--- src/rtl/task_seq_pkg.sv ---
// Shared types and constants for the task sequencer.
// The optional looping feature is enabled with the TASK_SEQ_LOOP_EN macro.
package task_seq_pkg;

  localparam int TASK_W  = 4;
  localparam int DWELL_W = 3;

  typedef enum logic [1:0] {
    IDLE = 2'd0,
    EXEC = 2'd1,
    DONE = 2'd2
  } state_t;

  localparam logic [TASK_W-1:0] TASK_LOAD_CONST = 4'd0;
  localparam logic [TASK_W-1:0] TASK_ADD        = 4'd1;
  localparam logic [TASK_W-1:0] TASK_SHIFT_ALU  = 4'd2;
  localparam logic [TASK_W-1:0] TASK_HOLD_A     = 4'd3;
  localparam logic [TASK_W-1:0] TASK_HOLD_B     = 4'd4;
  localparam logic [TASK_W-1:0] TASK_ROTATE     = 4'd5;
  localparam logic [TASK_W-1:0] TASK_SHIFT_B    = 4'd6;
  localparam logic [TASK_W-1:0] TASK_REPEAT     = 4'd7;

  typedef struct packed {
    logic [TASK_W-1:0]  task_code;
    logic [DWELL_W-1:0] dwell;
  } entry_t;

endpackage

--- src/rtl/task_seq_mem.sv ---
// Program register file: one synchronous write port, one combinational read
// port, cleared by the asynchronous reset.
module task_seq_mem #(
  parameter int DEPTH = 8,
  parameter int W     = 7,
  localparam int AW   = $clog2(DEPTH)
) (
  input  logic          clk,
  input  logic          reset,
  input  logic          we,
  input  logic [AW-1:0] waddr,
  input  logic [W-1:0]  wdata,
  input  logic [AW-1:0] raddr,
  output logic [W-1:0]  rdata
);

  logic [W-1:0] mem [DEPTH];

  always_ff @(posedge clk or posedge reset) begin
    if (reset) begin
      for (int i = 0; i < DEPTH; i++) mem[i] <= '0;
    end else if (we) begin
      mem[waddr] <= wdata;
    end
  end

  assign rdata = mem[raddr];

endmodule

--- src/rtl/task_sequencer.sv ---
// Steps through a stored program of task codes, holding each for dwell+1 cycles.
// Define TASK_SEQ_LOOP_EN to add loop_mode/wrap for continuous looping.
module task_sequencer
  import task_seq_pkg::*;
#(
  parameter int DEPTH   = 8,
  parameter int TASK_W  = 4,
  parameter int DWELL_W = 3,
  parameter logic [TASK_W-1:0] IDLE_TASK = '0,
  localparam int IDX_W  = $clog2(DEPTH),
  localparam int LEN_W  = IDX_W + 1
) (
  input  logic               clk,
  input  logic               reset,
  input  logic               prog_we,
  input  logic [IDX_W-1:0]   prog_addr,
  input  logic [TASK_W-1:0]  prog_task,
  input  logic [DWELL_W-1:0] prog_dwell,
  input  logic [LEN_W-1:0]   prog_len,
  input  logic               start,
  input  logic               abort,
`ifdef TASK_SEQ_LOOP_EN
  input  logic               loop_mode,
  output logic               wrap,
`endif
  output logic               busy,
  output logic               done,
  output logic [TASK_W-1:0]  task_select,
  output logic [IDX_W-1:0]   step_idx,
  output logic               step_valid
);

  localparam int ENTRY_W = TASK_W + DWELL_W;

  state_t               state;
  logic [DWELL_W-1:0]   cnt;
  logic [LEN_W-1:0]     len_q;
  logic [LEN_W-1:0]     len_capped;
  logic [ENTRY_W-1:0]   rd_entry;
  logic [TASK_W-1:0]    rd_task;
  logic [DWELL_W-1:0]   rd_dwell;
  logic [IDX_W-1:0]     rd_addr;
  logic                 last_step;
  logic                 mem_we;

  assign len_capped = (prog_len > LEN_W'(DEPTH)) ? LEN_W'(DEPTH) : prog_len;
  assign last_step  = ({1'b0, step_idx} == (len_q - 1'b1));
  // The read port always looks ahead at the entry that the next edge loads.
  assign rd_addr    = (state == EXEC && !last_step) ? step_idx + 1'b1 : '0;
  assign mem_we     = prog_we && (state != EXEC);
  assign rd_task    = rd_entry[DWELL_W +: TASK_W];
  assign rd_dwell   = rd_entry[DWELL_W-1:0];
  assign step_valid = (state == EXEC) && (cnt == '0) && !abort;
`ifdef TASK_SEQ_LOOP_EN
  assign wrap       = step_valid && last_step && loop_mode;
`endif

  task_seq_mem #(
    .DEPTH (DEPTH),
    .W     (ENTRY_W)
  ) u_mem (
    .clk   (clk),
    .reset (reset),
    .we    (mem_we),
    .waddr (prog_addr),
    .wdata ({prog_task, prog_dwell}),
    .raddr (rd_addr),
    .rdata (rd_entry)
  );

  always_ff @(posedge clk or posedge reset) begin
    if (reset) begin
      state       <= IDLE;
      busy        <= 1'b0;
      done        <= 1'b0;
      step_idx    <= '0;
      task_select <= IDLE_TASK;
      cnt         <= '0;
      len_q       <= '0;
    end else begin
      case (state)
        IDLE, DONE: begin
          done        <= 1'b0;
          busy        <= 1'b0;
          task_select <= IDLE_TASK;
          state       <= IDLE;
          if (start && !abort) begin
            len_q <= len_capped;
            if (len_capped == '0) begin
              state <= DONE;
              done  <= 1'b1;
            end else begin
              state       <= EXEC;
              busy        <= 1'b1;
              step_idx    <= '0;
              task_select <= rd_task;
              cnt         <= rd_dwell;
            end
          end
        end
        EXEC: begin
          if (abort) begin
            state       <= IDLE;
            busy        <= 1'b0;
            task_select <= IDLE_TASK;
            step_idx    <= '0;
            cnt         <= '0;
          end else if (cnt != '0) begin
            cnt <= cnt - 1'b1;
          end else if (last_step) begin
`ifdef TASK_SEQ_LOOP_EN
            if (loop_mode) begin
              step_idx    <= '0;
              task_select <= rd_task;
              cnt         <= rd_dwell;
            end else begin
              state       <= DONE;
              done        <= 1'b1;
              busy        <= 1'b0;
              task_select <= IDLE_TASK;
              step_idx    <= '0;
            end
`else
            state       <= DONE;
            done        <= 1'b1;
            busy        <= 1'b0;
            task_select <= IDLE_TASK;
            step_idx    <= '0;
`endif
          end else begin
            step_idx    <= step_idx + 1'b1;
            task_select <= rd_task;
            cnt         <= rd_dwell;
          end
        end
        default: begin
          state       <= IDLE;
          busy        <= 1'b0;
          done        <= 1'b0;
          task_select <= IDLE_TASK;
        end
      endcase
    end
  end

endmodule

--- config.mk ---
export PLATFORM = sky130hd
export DESIGN_NAME = task_sequencer
export DESIGN_NICKNAME = d
export VERILOG_FILES = /design/src/rtl/task_seq_pkg.sv /design/src/rtl/task_seq_mem.sv /design/src/rtl/task_sequencer.sv
export SDC_FILE = /design/constraint.sdc
export NUM_CORES = 1
export LEC_CHECK = 0
export BUFFER_PORTS_ARGS = -buffer_cell sky130_fd_sc_hd__buf_2
export CORE_ASPECT_RATIO = 2
export CORE_UTILIZATION = 40
export CTS_BUF_LIST = sky130_fd_sc_hd__clkbuf_4 sky130_fd_sc_hd__clkbuf_8 sky130_fd_sc_hd__clkbuf_16
export DETAILED_ROUTE_END_ITERATION = 7
export GPL_ROUTABILITY_DRIVEN = 0
export PLACE_DENSITY = 0.6
export SYNTH_ARGS = -nofsm -noshare
export SYNTH_HDL_FRONTEND = slang
export SYNTH_SLANG_ARGS = --single-unit
--- constraint.sdc ---
create_clock -name clk -period 3.2 [get_ports clk]
set_clock_uncertainty 0.1 [all_clocks]
set_input_delay 0.48 -clock clk [delete_from_list [all_inputs] [get_ports clk]]
set_output_delay 0.48 -clock clk [all_outputs]
set_load 0.01 [all_outputs]
# Word level (Yosys, flattened, before mapping)
# Index checks and enable logic that the tools add are counted.
# word_totals
register_bits,74
input_bits,19
output_inout_bits,10
# classes
add_sub_neg,3
magnitude_cmp,4
eq_ne,12
mux,44
bitwise_logic,2
reduce_logical,19
# op_table
operator,n
$bwmux 56,1
$mux 3,11
$mux 4,6
$bmux 7 s3,1
$demux 7 s3,1
$mux 7,3
$pmux 3 s2,2
$mux 1,10
$mux 2,5
$ne 2x2->1 const B,5
$ge 4x4->1 const B,2
$not 3->4,2
$pmux 4 s2,1
$reduce_and 4->1,2
$logic_and 1x1->1,6
$ne 3x3->1 const B,2
$eq 3x4->1,1
$gt 4x4->1 const B,1
$logic_not 4->1,1
$lt 4x1->1 const B,1
$ne 4x3->1 const B,1
$pmux 1 s2,2
$pmux 2 s2,1
$reduce_and 2->1,2
13 further kinds,14

# Longest topological paths before layout
# logic_depth
ltp_word,13
mapped_depth,9
ltp_nobuf,8

# Hierarchy
# From an unflattened synthesis, not the netlist that was laid out.
# hier_totals
cells_unflattened,258
hier_area_um2,3683.5
# modules_own_cells
mod,n_inst,cells_per_inst,area_per_inst_um2
task_seq_mem,1,154,2636.3
task_sequencer,1,104,1047.3

# Worst setup path before layout
# OpenSTA, ideal clock, no wires.
# synth_timing
kind,reg2reg
from,reg len_q[0]
to,reg cnt[1]
setup_time_ns,0.130
t_arrival_ns,2.166
setup_slack_ns,0.804
stages_incl_launch_ff,10
path_buffers,1
period_less_slack_ns,2.396
path_cell_list,dfrtp_1 inv_1 ha_1 xnor2_1 nor2_1 a211oi_2 buf_2 o21ai_0 a222oi_1 o21ai_1
# synth_via
elab_chain_len,13
elab_cells_between_ends,17
# synth_rtl
item,line_no,rtl
start: declaration,task_sequencer.sv:37,logic [LEN_W-1:0] len_q;
start signal: assignment,task_sequencer.sv:88,len_q <= len_capped;
$sub 4x1->4 (*),task_sequencer.sv:47,"assign last_step = ({1'b0, step_idx} == (len_q - 1'b1));"
$eq 3x4->1 (*),task_sequencer.sv:47,
$logic_not 1->1,task_sequencer.sv:49,assign rd_addr = (state == EXEC && !last_step) ? step_idx + 1'b1 : '0;
$logic_and 1x1->1,task_sequencer.sv:49,
$mux 3,task_sequencer.sv:49,
$not 3->4 (not written as such),task_seq_mem.sv:27,assign rdata = mem[raddr];
$bmux 7 s3,task_seq_mem.sv:27,
$mux 7 (not written as such) (2 in series),task_seq_mem.sv:27,
$mux 3,task_sequencer.sv:110,end else if (last_step) begin
$mux 3,task_sequencer.sv:108,end else if (cnt != '0) begin
$mux 3,task_sequencer.sv:102,if (abort) begin
$pmux 3 s2,task_sequencer.sv:81,case (state)
end signal: assignment,task_sequencer.sv:97,cnt <= rd_dwell;
end signal: assignment,task_sequencer.sv:109,cnt <= cnt - 1'b1;
end signal: assignment,task_sequencer.sv:133,cnt <= rd_dwell;
end: declaration,task_sequencer.sv:36,logic [DWELL_W-1:0] cnt;
# Every way passes the cells marked *; elsewhere a longest branch is shown, timed or not. The select of a mux whose other input is x is not followed.
# A chain may end at the register's enable or synchronous reset.

# Worst setup path after layout
# layout_timing
from,reg len_q[0]
to,reg task_select[2]
# layout_via
elab_chain_len,13
elab_cells_between_ends,15
# layout_rtl
item,line_no,rtl
$sub 4x1->4 (*),task_sequencer.sv:47,
$eq 3x4->1 (*),task_sequencer.sv:47,
$logic_not 1->1,task_sequencer.sv:49,
$logic_and 1x1->1,task_sequencer.sv:49,
$mux 3,task_sequencer.sv:49,
$not 3->4 (not written as such),task_seq_mem.sv:27,
$bmux 7 s3,task_seq_mem.sv:27,
$mux 7 (not written as such) (2 in series),task_seq_mem.sv:27,
$mux 4,task_sequencer.sv:110,
$mux 4,task_sequencer.sv:108,
$mux 4,task_sequencer.sv:102,
$pmux 4 s2 (*),task_sequencer.sv:81,
end signal: assignment,task_sequencer.sv:96,task_select <= rd_task;
end signal: assignment,task_sequencer.sv:132,task_select <= rd_task;
end: declaration,task_sequencer.sv:28,"output logic [TASK_W-1:0] task_select,"
# Marked as above.

==> reports/metrics.csv <==
metric,value,unit
outcome,completed,
totalWireLength,8764,um
post-route-period-util,81.92,%
wire_per_inst,19.26,um
clkSlewWorstSetupHoldPaths,0.06,ns
vdd_ir_drop_max,0.3063,mV
grt_overflow,0,
yosysWarnings,0,
ys_ff_latch,74,
yosysSeqAreaShare,50.25,%
leakage,1.902,nW
synth.area.top_cells,"dfrtp_1 50%, mux2_2 18%, nand2_1 3.3%",
area_delta_synth_final,15.18,%
p_per_area,751.1,mW/mm2
grt_pass1_vias,2726,
r2r_setup_slack,0.58,ns
dpl.cell_count,439,
synth_cell_types,47,
fp.dieW,69.87,um
synthesis.area,0.003685,mm2
period_needed,2.622,ns
avgSynthCellArea,11.70,um2
grtUsageTotal,19.71,%
rows,49,
drc,0,
final_nets,371,
grt_first_pass_wirelength,14110,um
numPortBuffers,28,
drt-pass1-iter-count,4,
async_flop_share,100.0,%
cts_root_buf,clkbuf_16,
initial_core_util,41.17,%
vias_per_cell,5.714,
num_antenna_cells,0,
first_iter_violations,142,
reg2reg_to,task_select[2],
cts_htree_levels,3,
cts_tree,done,
finish.utilization,47.41,%
cap_violations,0,
antenna_found_initial,0,
crit_required,3.38,ns
die_height,137.7,um
setup_viol,0,
reg2reg_from,len_q[0],
crit_type,flop to flop,
cts_sinks,74,
hold_buffers,0,
critPathMaxFanout,6,
num_vias,2600,
fmax,381.4,MHz
synthFlopType,dfrtp_1,
crit_chain,"inv_1, ha_1, xor2_1, a211oi_1, o21ai_0, nand4_1, a311oi_1, a211o_1",
rsz0062_at_grt,false,
synth_common_cells,"74 x dfrtp_1, 59 x mux2_2, 32 x nand2_1",
finalPower,3.188,mW
startpoint_type,flop,
slowest_stage,o21ai_0,
cts.path.max_buffers,2,
drive_above_1_share,34.56,%
cts_resized,0,
clk_latency,0.33,ns
coreArea,0.008951,mm2
final_hold_viol_count,0,
postCtsSetupBuffers,0,
fillers,838,
syn_nets,338,
yosysTopAreaCell,dfrtp_1,
antenna_left,0,
relSlewSlack,48.64,%
synth-edff-count,0,
reg2reg_depth,8,
yosysMostFrequentCell,dfrtp_1,
ios,29,
synth_cells,315,
slowest_delay,0.50,ns
instances_no_fill,455,
dieArea,0.009623,mm2
dpl.hpwl,6383,um
grt_max_degree,40,
critical_path_arrival,2.80,ns
worst_pin_slew,0.7693,ns
hold_class,primary input to asynchronous set/reset pin,
finalMaxSlewViolations,0,
synth.top_cell.area_share,50.25,%
finalSetupTns,0,ns
cts-buffers-inserted,9,
cp-end-kind,flop,
[per-stage QoR]
step / hold WS, ns / cell area, um2 / worst slack (ns)
2_1_floorplan: 0.3556 / 3685 / 0.7384
3_3_place_gp: 0.3777 / 3963 / 0.6163
3_5_place_dp: 0.3725 / 3963 / 0.6268
4_1_cts: 0.2030 / 4244 / 0.5975
5_1_grt: 0.2392 / 4244 / 0.3456
6_report: 0.1758 / 4244 / 0.5784
[power breakdown]
group	internal, mW	total [mW]	leakage, nW	switching, mW
clock	0.544	0.947	0.123	0.403
sequential	1.18	1.32	0.916	0.136
combinational	0.452	0.925	0.863	0.472
[state kept, by name (all words and copies together) (netlist names)]
signal and flops:
state 2, done 1, len_q 4, task_select 4, busy 1, u_mem.mem 56, step_idx 3, cnt 3
[how the worst max path moves through the flow]
stage                   from        endpoint  slack, ns  depth (start not counted)
global route        len_q[0]  task_select[2]       0.35                          8
detailed placement  len_q[0]  task_select[3]       0.63                          8
finish              len_q[0]  task_select[2]       0.58                          8
floorplan              reset            busy       0.74                          1
CTS                 len_q[0]  task_select[2]       0.60                          8
global placement    len_q[0]  task_select[3]       0.62                          8
[cell families (layout without fill, tap and decap cells)]
family | Yosys count | count (layout) | share of synthesized area, %
xor+xnor | 6 | 6 | 1.426
simple gates | 82 | 82 | 10.97
mux | 69 | 69 | 21.77
buf+inv | 20 | 58 | 2.207
flops | 74 | 74 | 50.25
fa+ha+maj | 4 | 4 | 1.358
compound gates | 60 | 60 | 12.02
[per-layer routing]
metal | vias up | track usage (%) | wire length, um
met4 | 0 | 10.78 | 269
li1 | 1216 | - | -
met5 | - | 0 | 0
met2 | 46 | 37.13 | 4934
met1 | 1320 | 20.24 | 3375
met3 | 18 | 3.511 | 183
[cells in the final DEF (no fill, tap or decap), drive strengths merged, types with 2 or more instances in the layout]
cell / count
nand2b: 10
nor2: 11
mux2i: 7
a21o: 2
a211o: 6
nor3: 5
nand2: 32
and2: 3
a21oi: 11
mux2: 59
nor4: 2
nand3: 4
xnor2: 4
clkinvlp: 5
inv: 7
nor2b: 5
a21bo: 2
or3: 2
a311oi: 3
dfrtp: 74
xor2: 2
o21bai: 2
o21ai: 11
and3: 2
ha: 4
a31oi: 2
mux4: 3
clkbuf: 10
o221ai: 2
or3b: 2
buf: 35
a211oi: 10
[critical path: cells and delay by family, from the launching register on]
kind	cells	cell delay, ns
xor+xnor	1	0.26
compound gates	4	1.15
buf+inv	1	0.07
fa+ha+maj	1	0.23
flops	1	0.43
simple gates	1	0.33
[area by class of cell]
cell class	instances	area (um2)	share of cell area, %
timing repair buffer	35	205.2	4.835
tap	102	127.6	3.007
sequential	74	1852	43.63
clock buffer	10	239.0	5.631
multi-input combinational	221	1752	41.27
clock inverter	6	42.54	1.002
inverter	7	26.28	0.6191
No activity file was read; power rests on OpenSTA's default activity.
